--- config.mk ---
export PLATFORM = sky130hd
export DESIGN_NAME = debouncer_multi
export DESIGN_NICKNAME = d
export VERILOG_FILES = /design/src/rtl/debouncer_multi.sv
export SDC_FILE = /design/constraint.sdc
export NUM_CORES = 1
export LEC_CHECK = 0
export ABC_AREA = 0
export BUFFER_PORTS_ARGS = -buffer_cell sky130_fd_sc_hd__buf_2
export CORE_MARGIN = 2
export CORE_UTILIZATION = 40
export CTS_CLUSTER_SIZE = 28
export DETAILED_ROUTE_END_ITERATION = 8
export GPL_ROUTABILITY_DRIVEN = 0
export PLACE_DENSITY = 0.57
export SYNTH_ARGS = -nofsm -noshare
export SYNTH_HDL_FRONTEND = slang
export SYNTH_SLANG_ARGS = --single-unit
--- constraint.sdc ---
create_clock -name Clock -period 4.27 [get_ports Clock]
set_clock_uncertainty 0.1 [all_clocks]
set_input_delay 0.2135 -clock Clock [delete_from_list [all_inputs] [get_ports Clock]]
set_output_delay 0.2135 -clock Clock [all_outputs]
set_load 0.01 [all_outputs]
--- src/rtl/debouncer_multi.sv ---
// debouncer_multi: per-channel sync + debounce with edge, long-press and auto-repeat pulses (Clock/Reset, NoisySignal_i in; FilteredSignal_o, RisingEdge_o, FallingEdge_o, LongPress_o, Repeat_o out)
module debouncer_multi #(
  parameter int CHANNELS = 4,
  parameter int CLOCK_HZ = 10_000_000,
  parameter int PERIOD_US = 100,
  parameter logic [CHANNELS-1:0] ACTIVE_LOW = '0,
  parameter int LONG_PRESS_MS = 1000,
  parameter int REPEAT_MS = 200
) (
  input  logic                Clock,
  input  logic                Reset,
  input  logic [CHANNELS-1:0] NoisySignal_i,
  output logic [CHANNELS-1:0] FilteredSignal_o,
  output logic [CHANNELS-1:0] RisingEdge_o,
  output logic [CHANNELS-1:0] FallingEdge_o,
  output logic [CHANNELS-1:0] LongPress_o,
  output logic [CHANNELS-1:0] Repeat_o
);
  localparam int DELAY = (CLOCK_HZ / 1_000_000) * PERIOD_US - 1;
  localparam int CW = $clog2(DELAY + 1);
  localparam int PRE = CLOCK_HZ / 1000;
  localparam int PW = $clog2(PRE);
  localparam int MSMAX = LONG_PRESS_MS > REPEAT_MS ? LONG_PRESS_MS : REPEAT_MS;
  localparam int MW = $clog2(MSMAX + 1);
  localparam logic [CW-1:0] DLY = CW'(DELAY);
  localparam logic [MW-1:0] LP = MW'(LONG_PRESS_MS);
  localparam logic [MW-1:0] LP_M1 = MW'(LONG_PRESS_MS - 1);
  localparam logic [MW-1:0] RP_M1 = MW'(REPEAT_MS > 0 ? REPEAT_MS - 1 : 0);
  typedef enum logic [1:0] {IDLE, HELD, REPEAT} state_t;
  logic [CHANNELS-1:0] sync1_q, sync2_q, lvl, filt_q, filt_d, filtd_q;
  logic [PW-1:0] pre_q, pre_d;
  logic tick;
  assign lvl = sync2_q ^ ACTIVE_LOW;
  assign tick = pre_q == PW'(PRE - 1);
  assign pre_d = tick ? '0 : pre_q + 1'b1;
  assign FilteredSignal_o = filt_q;
  assign RisingEdge_o = filt_q & ~filtd_q;
  assign FallingEdge_o = ~filt_q & filtd_q;
  always_ff @(posedge Clock) begin
    if (Reset) begin
      sync1_q <= ACTIVE_LOW;
      sync2_q <= ACTIVE_LOW;
      filt_q <= '0;
      filtd_q <= '0;
      pre_q <= '0;
    end else begin
      sync1_q <= NoisySignal_i;
      sync2_q <= sync1_q;
      filt_q <= filt_d;
      filtd_q <= filt_q;
      pre_q <= pre_d;
    end
  end
  for (genvar c = 0; c < CHANNELS; c++) begin : ch
    logic [CW-1:0] cnt_q, cnt_d;
    logic diff, done;
    state_t state_q, state_d;
    logic [MW-1:0] ms_q, ms_d;
    logic lp, rp;
    assign diff = lvl[c] ^ filt_q[c];
    assign done = diff && cnt_q == DLY;
    assign filt_d[c] = done ? lvl[c] : filt_q[c];
    assign cnt_d = diff && !done ? cnt_q + 1'b1 : '0;
    // Without repeat, HELD parks the counter at LP so the long press fires only once.
    always_comb begin
      state_d = state_q;
      ms_d = ms_q;
      lp = 1'b0;
      rp = 1'b0;
      if (!filt_q[c]) begin
        state_d = IDLE;
        ms_d = '0;
      end else begin
        case (state_q)
          IDLE: if (!filtd_q[c]) begin
            state_d = HELD;
            ms_d = '0;
          end
          HELD: if (tick && ms_q != LP) begin
            if (ms_q == LP_M1) begin
              lp = 1'b1;
              state_d = REPEAT_MS > 0 ? REPEAT : HELD;
              ms_d = REPEAT_MS > 0 ? '0 : LP;
            end else ms_d = ms_q + 1'b1;
          end
          REPEAT: if (tick) begin
            rp = ms_q == RP_M1;
            ms_d = ms_q == RP_M1 ? '0 : ms_q + 1'b1;
          end
          default: begin
            state_d = IDLE;
            ms_d = '0;
          end
        endcase
      end
    end
    always_ff @(posedge Clock) begin
      if (Reset) begin
        cnt_q <= '0;
        state_q <= IDLE;
        ms_q <= '0;
      end else begin
        cnt_q <= cnt_d;
        state_q <= state_d;
        ms_q <= ms_d;
      end
    end
    assign LongPress_o[c] = lp;
    assign Repeat_o[c] = rp;
  end
endmodule

; ---- Word level (Yosys, flattened, before mapping)
; Cells that the tools add are included.
[totals]
elab_cells = 195
register_bits = 118
memories = 0
input_bits = 6
mem_bits_rw = 0
rom_bits = 0
latch_bits = 0
[classes]
reduce_logical = 37
div_mod_pow = 0
n_mux = 68
n_mul = 0
n_shift = 0
addsub = 9
bitwise_logic = 20
order_cmp = 0
eq_ne = 41
[op_table]
columns = cell, n
row1 = 2-to-1 mux 10 bit, 20
row2 = one-hot mux 10 bit (3 select lines), 4
row3 = "adder 10 x 1 -> 10 bit, second input constant", 8
row4 = "equality test 10 bit, second input constant", 8
row5 = "equality test 10 x 8 -> 1 bit, second input constant", 4
row6 = "!= test 10 bit, second input constant", 4
row7 = "!= test 2 bit, second input constant", 16
row8 = 2-to-1 mux 1 bit, 28
row9 = 2-to-1 mux 2 bit, 12
row10 = one-hot mux 2 bit (3 select lines), 4
row11 = OR reduction 2 bit, 9
row12 = AND reduction 4 bit, 4
row13 = "adder 14 x 1 -> 14 bit, second input constant", 1
row14 = "equality test 14 bit, second input constant", 1
row15 = logical AND 1 bit, 12
row16 = NOT 1 bit, 12
row17 = AND reduction 3 bit, 4
row18 = AND 4 bit, 2
row19 = "equality test 2 x 1 -> 1 bit, second input constant", 4
row20 = "equality test 2 bit, second input constant", 4
row21 = zero test 2 bit, 4
row22 = NOT 4 bit, 2
row23 = zero test 1 bit, 4
row24 = XOR 1 bit, 4

; ---- Logic depth before layout (Yosys ltp)
[logic_depth]
depth_word = 6
mapped_depth = 8

; ---- Worst setup path after synthesis
; Ideal clock, no wire load.
[synth_path]
path_kind = register to register
startpoint = reg pre_q[6]
endpoint = reg ch[2].ms_q[7]
setup_ps = 117
t_arrival_ps = 2187
setup_slack_ps = 1866
path_stages_with_launch = 7
n_path_buf = 1
path_cell_list = dfxtp_1 > or4b_4 > buf_6 > or4_4 > o22a_2 > a211o_1 > a32o_2
[synth_between]
elab_chain_cells = 4
elab_cells_between_ends = 5
classes_between = eq/ne: 3 / reduce/logical: 2
[synth_rtl]
columns = item, line_no
row1 = "start, declared", 31  ; logic [PW-1:0] pre_q, pre_d;
row2 = "start signal, assigned", 51  ; pre_q <= pre_d;
row3 = equality test 14 bit (*), 34  ; assign tick = pre_q == PW'(PRE - 1);
row4 = logical AND 1 bit, 79  ; HELD: if (tick && ms_q != LP) begin
row5 = != test 2 bit (no source line), --
row6 = AND reduction 3 bit (no source line) (*), --
row7 = "end signal, assigned", 105  ; ms_q <= ms_d;
row8 = "end, declared", 58  ; logic [MW-1:0] ms_q, ms_d;
; Mark *: on every way between the ends. The rest lies on a longest branch, timed or not.
; A chain may end at the register's enable or synchronous reset.

; ---- Worst setup path in the final report
[layout_path]
startpoint = reg pre_q[0]
endpoint = out LongPress_o[1]
[layout_between]
elab_chain_cells = 5
[layout_rtl]
columns = item, line_no
row1 = equality test 14 bit, 34
row2 = logical AND 1 bit, 79
row3 = 2-to-1 mux 1 bit, 79
row4 = 2-to-1 mux 1 bit, 74  ; case (state_q)
row5 = 2-to-1 mux 1 bit, 70  ; if (!filt_q[c]) begin
row6 = "end, declared", 16  ; output logic [CHANNELS-1:0] LongPress_o,
; No other way between the ends.

==> key figures <==
Outcome
  – Status: complete, no violations

STA
  – Slew headroom: 0.336
  – FMAX: between 300 and 400 MHz
  – Pins Over Slew Limit: 0
  – RSZ-0062 raised after global routing: false
  – Final Hold Viols: 0
  – Minimum clock period: between 2000 and 3000 ps
  – Worst slew pin tran: 997 ps
  – Setup violators final: 0
  – Tcrit/Tclk final: 0.683
  – Setup TNS: 0 ps

Cells and area
  – Share of layout cells above drive strength 1: 0.0955
  – Non-Filler Instances: 942
  – Ant. Diodes: 0
  – Fillers: approximately 1500
  – Design Area, Final: roughly 0.007 mm2
  – Layout area overhead: 14.5%
  – Final #Nets: around 780

CTS
  – CTS Buf Count: 17
  – CTS tree: done
  – CTS H-tree lvls: 4
  – CTS Root Cell: clkbuf_16
  – Clk_lat worst skew: ~410 ps
  – Post-CTS Setup Inserts: 0
  – Clock tree sinks: roughly 120
  – Worst-path clk slew: 60 ps
  – CTS max path bufs: 2

Synthesis
  – Synth warn: 0
  – Post-Synth Simple-Gate Area: 0.299
  – Yosys cell types: 55
  – Synth Area per Inst: about 8.5 um2
  – Post-synth EDFFs: 0
  – Seq/Total Area, Yosys: 0.388
  – Syn Std Cell Area: a little over 0.006 mm2
  – Main combinational cell family by area after synthesis: simple AND/OR/NAND/NOR gates
  – Post-Synth Adder-Cell Area: 0.0596
  – Post-synthesis mux area share: 0.00986
  – Flops & latches, synth: approximately 120
  – Ys flop type: dfxtp_1
  – Ys async rst share: 0
  – Syn Inst Count: ~720
  – Mapped Nets: approximately 750
  – Post-synthesis xor/xnor area fraction: 0.0690
  – Compound-cell area share of the yosys netlist: 0.132

Floorplanning
  – Die area: between 0.015 and 0.02 mm2
  – Starting density of the core: 0.405
  – Site row count: 45
  – Die width: about 130 um
  – Die height: between 100 and 150 um
  – Core ar.: 0.0150 mm2
  – Io pins: 26

Job
  – Max-Cap Viols: 0

Route
  – Drt drc: 0
  – DRT iter0 DRCs: roughly 250
  – Post-route ant nets: 0
  – Routed length per instance: around 14 um
  – Vias: 5088
  – Pre-antenna DRT Iters: 5
  – DR vias/cell: around 5.4
  – Post-Route WL: roughly 13000 um

Place
  – Placed cells: a little over 900
  – Hpwl dp: 9050 um
  – Number of port buffers: 25
  – DP Area: between 0.006 and 0.007 mm2

Setup path
  – Crit path max fanout: 9
  – Worst r2r src: pre_q[6]$_SDFF_PP0_
  – Worst setup EP type: output pin
  – Required time of the critical path: between 3000 and 4000 ps
  – CP Launch Type: flip-flop
  – Critical Path Start: pre_q[0]$_SDFF_PP0_
  – Worst R2R Setup Slack: about 1500 ps
  – Worst r2r path cells: 5
  – Crit Path Category: flip-flop to output pin
  – Data arrival, critical path: about 2600 ps

Pwr
  – Maximum VDD drop: roughly 270 uV
  – Static Leak: 2.51 nW
  – Total power: 2.62 mW
  – Pwr per Cell Area: 375 mW/mm2

Global routing
  – Grt total ovfl: 0
  – Largest net degree at the start of global routing: 22
  – First-pass GRT wire length: around 22000 um
  – Tot GR Track Use: 0.168
  – Vias in the first global route: roughly 4800
  – Initial antenna violation count: 0

Worst hold path
  – Hold Startpoint: Reset
  – Hold path cells: 2
  – Hold/Removal Path Class: input pin to flip-flop
## worst max-delay path: stages, from the launching register on
cell,delay [ps]
dfxtp_1,350
ha_1,210
nand3_1,300
nor4_4,720
and3_1,310
and3_1,170
buf_2,120
## report_power, final
group          total [mW]  switching, mW  internal [mW]
logic              0.0237         0.0133         0.0105
registers            1.11        0.00414           1.11
clock network        1.48          0.515          0.967
## synth_stat cells (4+ instances only)
cell type | n | area, um2
nand2_1 | 82 | 308
a32oi_1 | 4 | 35.0
nand4_1 | 10 | 62.6
o31ai_1 | 5 | 37.5
nor4_1 | 5 | 31.3
or2_2 | 6 | 37.5
nand3_1 | 34 | 170
clkbuf_1 | 15 | 56.3
buf_4 | 8 | 60.1
nor3_1 | 29 | 145
nand3b_1 | 4 | 30.0
and4_1 | 7 | 61.3
ha_1 | 29 | 363
a22o_1 | 10 | 87.6
and2_1 | 8 | 50.1
or4_1 | 9 | 67.6
o21ai_0 | 9 | 45.0
and3_1 | 18 | 113
a21oi_1 | 23 | 115
o311ai_0 | 7 | 61.3
o2bb2ai_1 | 8 | 70.1
nand2b_1 | 8 | 50.1
o22ai_1 | 8 | 50.1
nand4b_1 | 7 | 61.3
xnor2_1 | 30 | 263
nor2b_1 | 20 | 125
nor2_1 | 81 | 304
a32o_1 | 5 | 50.1
a211o_1 | 4 | 35.0
or3_1 | 14 | 87.6
dfxtp_1 | 118 | 2360
a32o_2 | 4 | 45.0
mux2i_1 | 6 | 60.1
o41ai_1 | 5 | 43.8
a21boi_0 | 4 | 30.0
inv_1 | 31 | 116
xor2_1 | 18 | 158
## metrics by stage
stage / setup slack [ps] / util / hold WS [ps]
2_1_floorplan: 1870 / - / 242
3_3_place_gp: 1530 / 0.420 / 325
3_5_place_dp: 1450 / 0.420 / 330
4_1_cts: 1340 / 0.464 / 139
5_1_grt: 1100 / 0.464 / 151
6_report: 1350 / 0.464 / 156
## worst paths after layout
kind | end
setup / recovery | LongPress_o[1]
setup reg to reg | ch[3].ms_q[0]$_SDFFE_PP0P_
hold / removal | FilteredSignal_o[2]$_SDFFE_PP0P_
hold reg to reg | lvl[1]$_SDFF_PP0_
## layer usage
metal | vias up | wire length [um] | GRT usage
met3 | 10 | 453 | 0.0452
met2 | 83 | 6010 | 0.272
met1 | 2393 | 6270 | 0.218
li1 | 2602 | - | -
met4 | 0 | 154 | 0.0582
met5 | - | 0 | 0
## registers in the layout, summed over array words and instances (netlist names)
name and cells:
filtd_q 4, ch.cnt_q 40, sync1_q 4, FilteredSignal_o 4, ch.ms_q 40, ch.state_q 8, lvl 4, pre_q 14
## logic make-up (layout without fill, tap and decap cells)
logic type,after synthesis,after routing
and+or+nand+nor,352,352
buffers and inverters,57,93
adders and majority gates,29,29
xor gates and xnor gates,48,48
AOI/OAI and AO/OA,108,108
DFF,118,118
muxes,6,6
## layout make-up
class	count	area (um2)	share of cell area
clock buffer	22	474	0.0680
sequential	118	2360	0.339
clock inverter	10	145	0.0208
timing repair buffer	30	173	0.0248
inverter	31	116	0.0167
tap	188	235	0.0337
multi-input combinational	543	3470	0.497
## repair_timing
item / CTS / global route
hold buffers: 4 / 0
hold endpoints to repair: 4 / 0
gates resized for setup: 0 / 0
## cell usage in the layout, fill, tap and decap left out, types with 5 or more instances in the layout
| cell | n |
|---|---|
| a21oi_1 | 23 |
| a22o_1 | 10 |
| a32o_1 | 5 |
| and2_1 | 8 |
| and3_1 | 18 |
| and4_1 | 7 |
| buf_2 | 25 |
| clkbuf_16 | 17 |
| clkinvlp_4 | 5 |
| dfxtp_1 | 118 |
| ha_1 | 29 |
| inv_1 | 31 |
| mux2i_1 | 6 |
| nand2_1 | 82 |
| nand2b_1 | 8 |
| nand3_1 | 34 |
| nand4_1 | 10 |
| nand4b_1 | 7 |
| nor2_1 | 81 |
| nor2b_1 | 20 |
| nor3_1 | 29 |
| nor4_1 | 5 |
| o21ai_0 | 9 |
| o22ai_1 | 8 |
| o2bb2ai_1 | 8 |
| o311ai_0 | 7 |
| o31ai_1 | 5 |
| o41ai_1 | 5 |
| or2_2 | 6 |
| or3_1 | 14 |
| or4_1 | 9 |
| xnor2_1 | 30 |
| xor2_1 | 18 |
(Power assumes the default switching activity.)
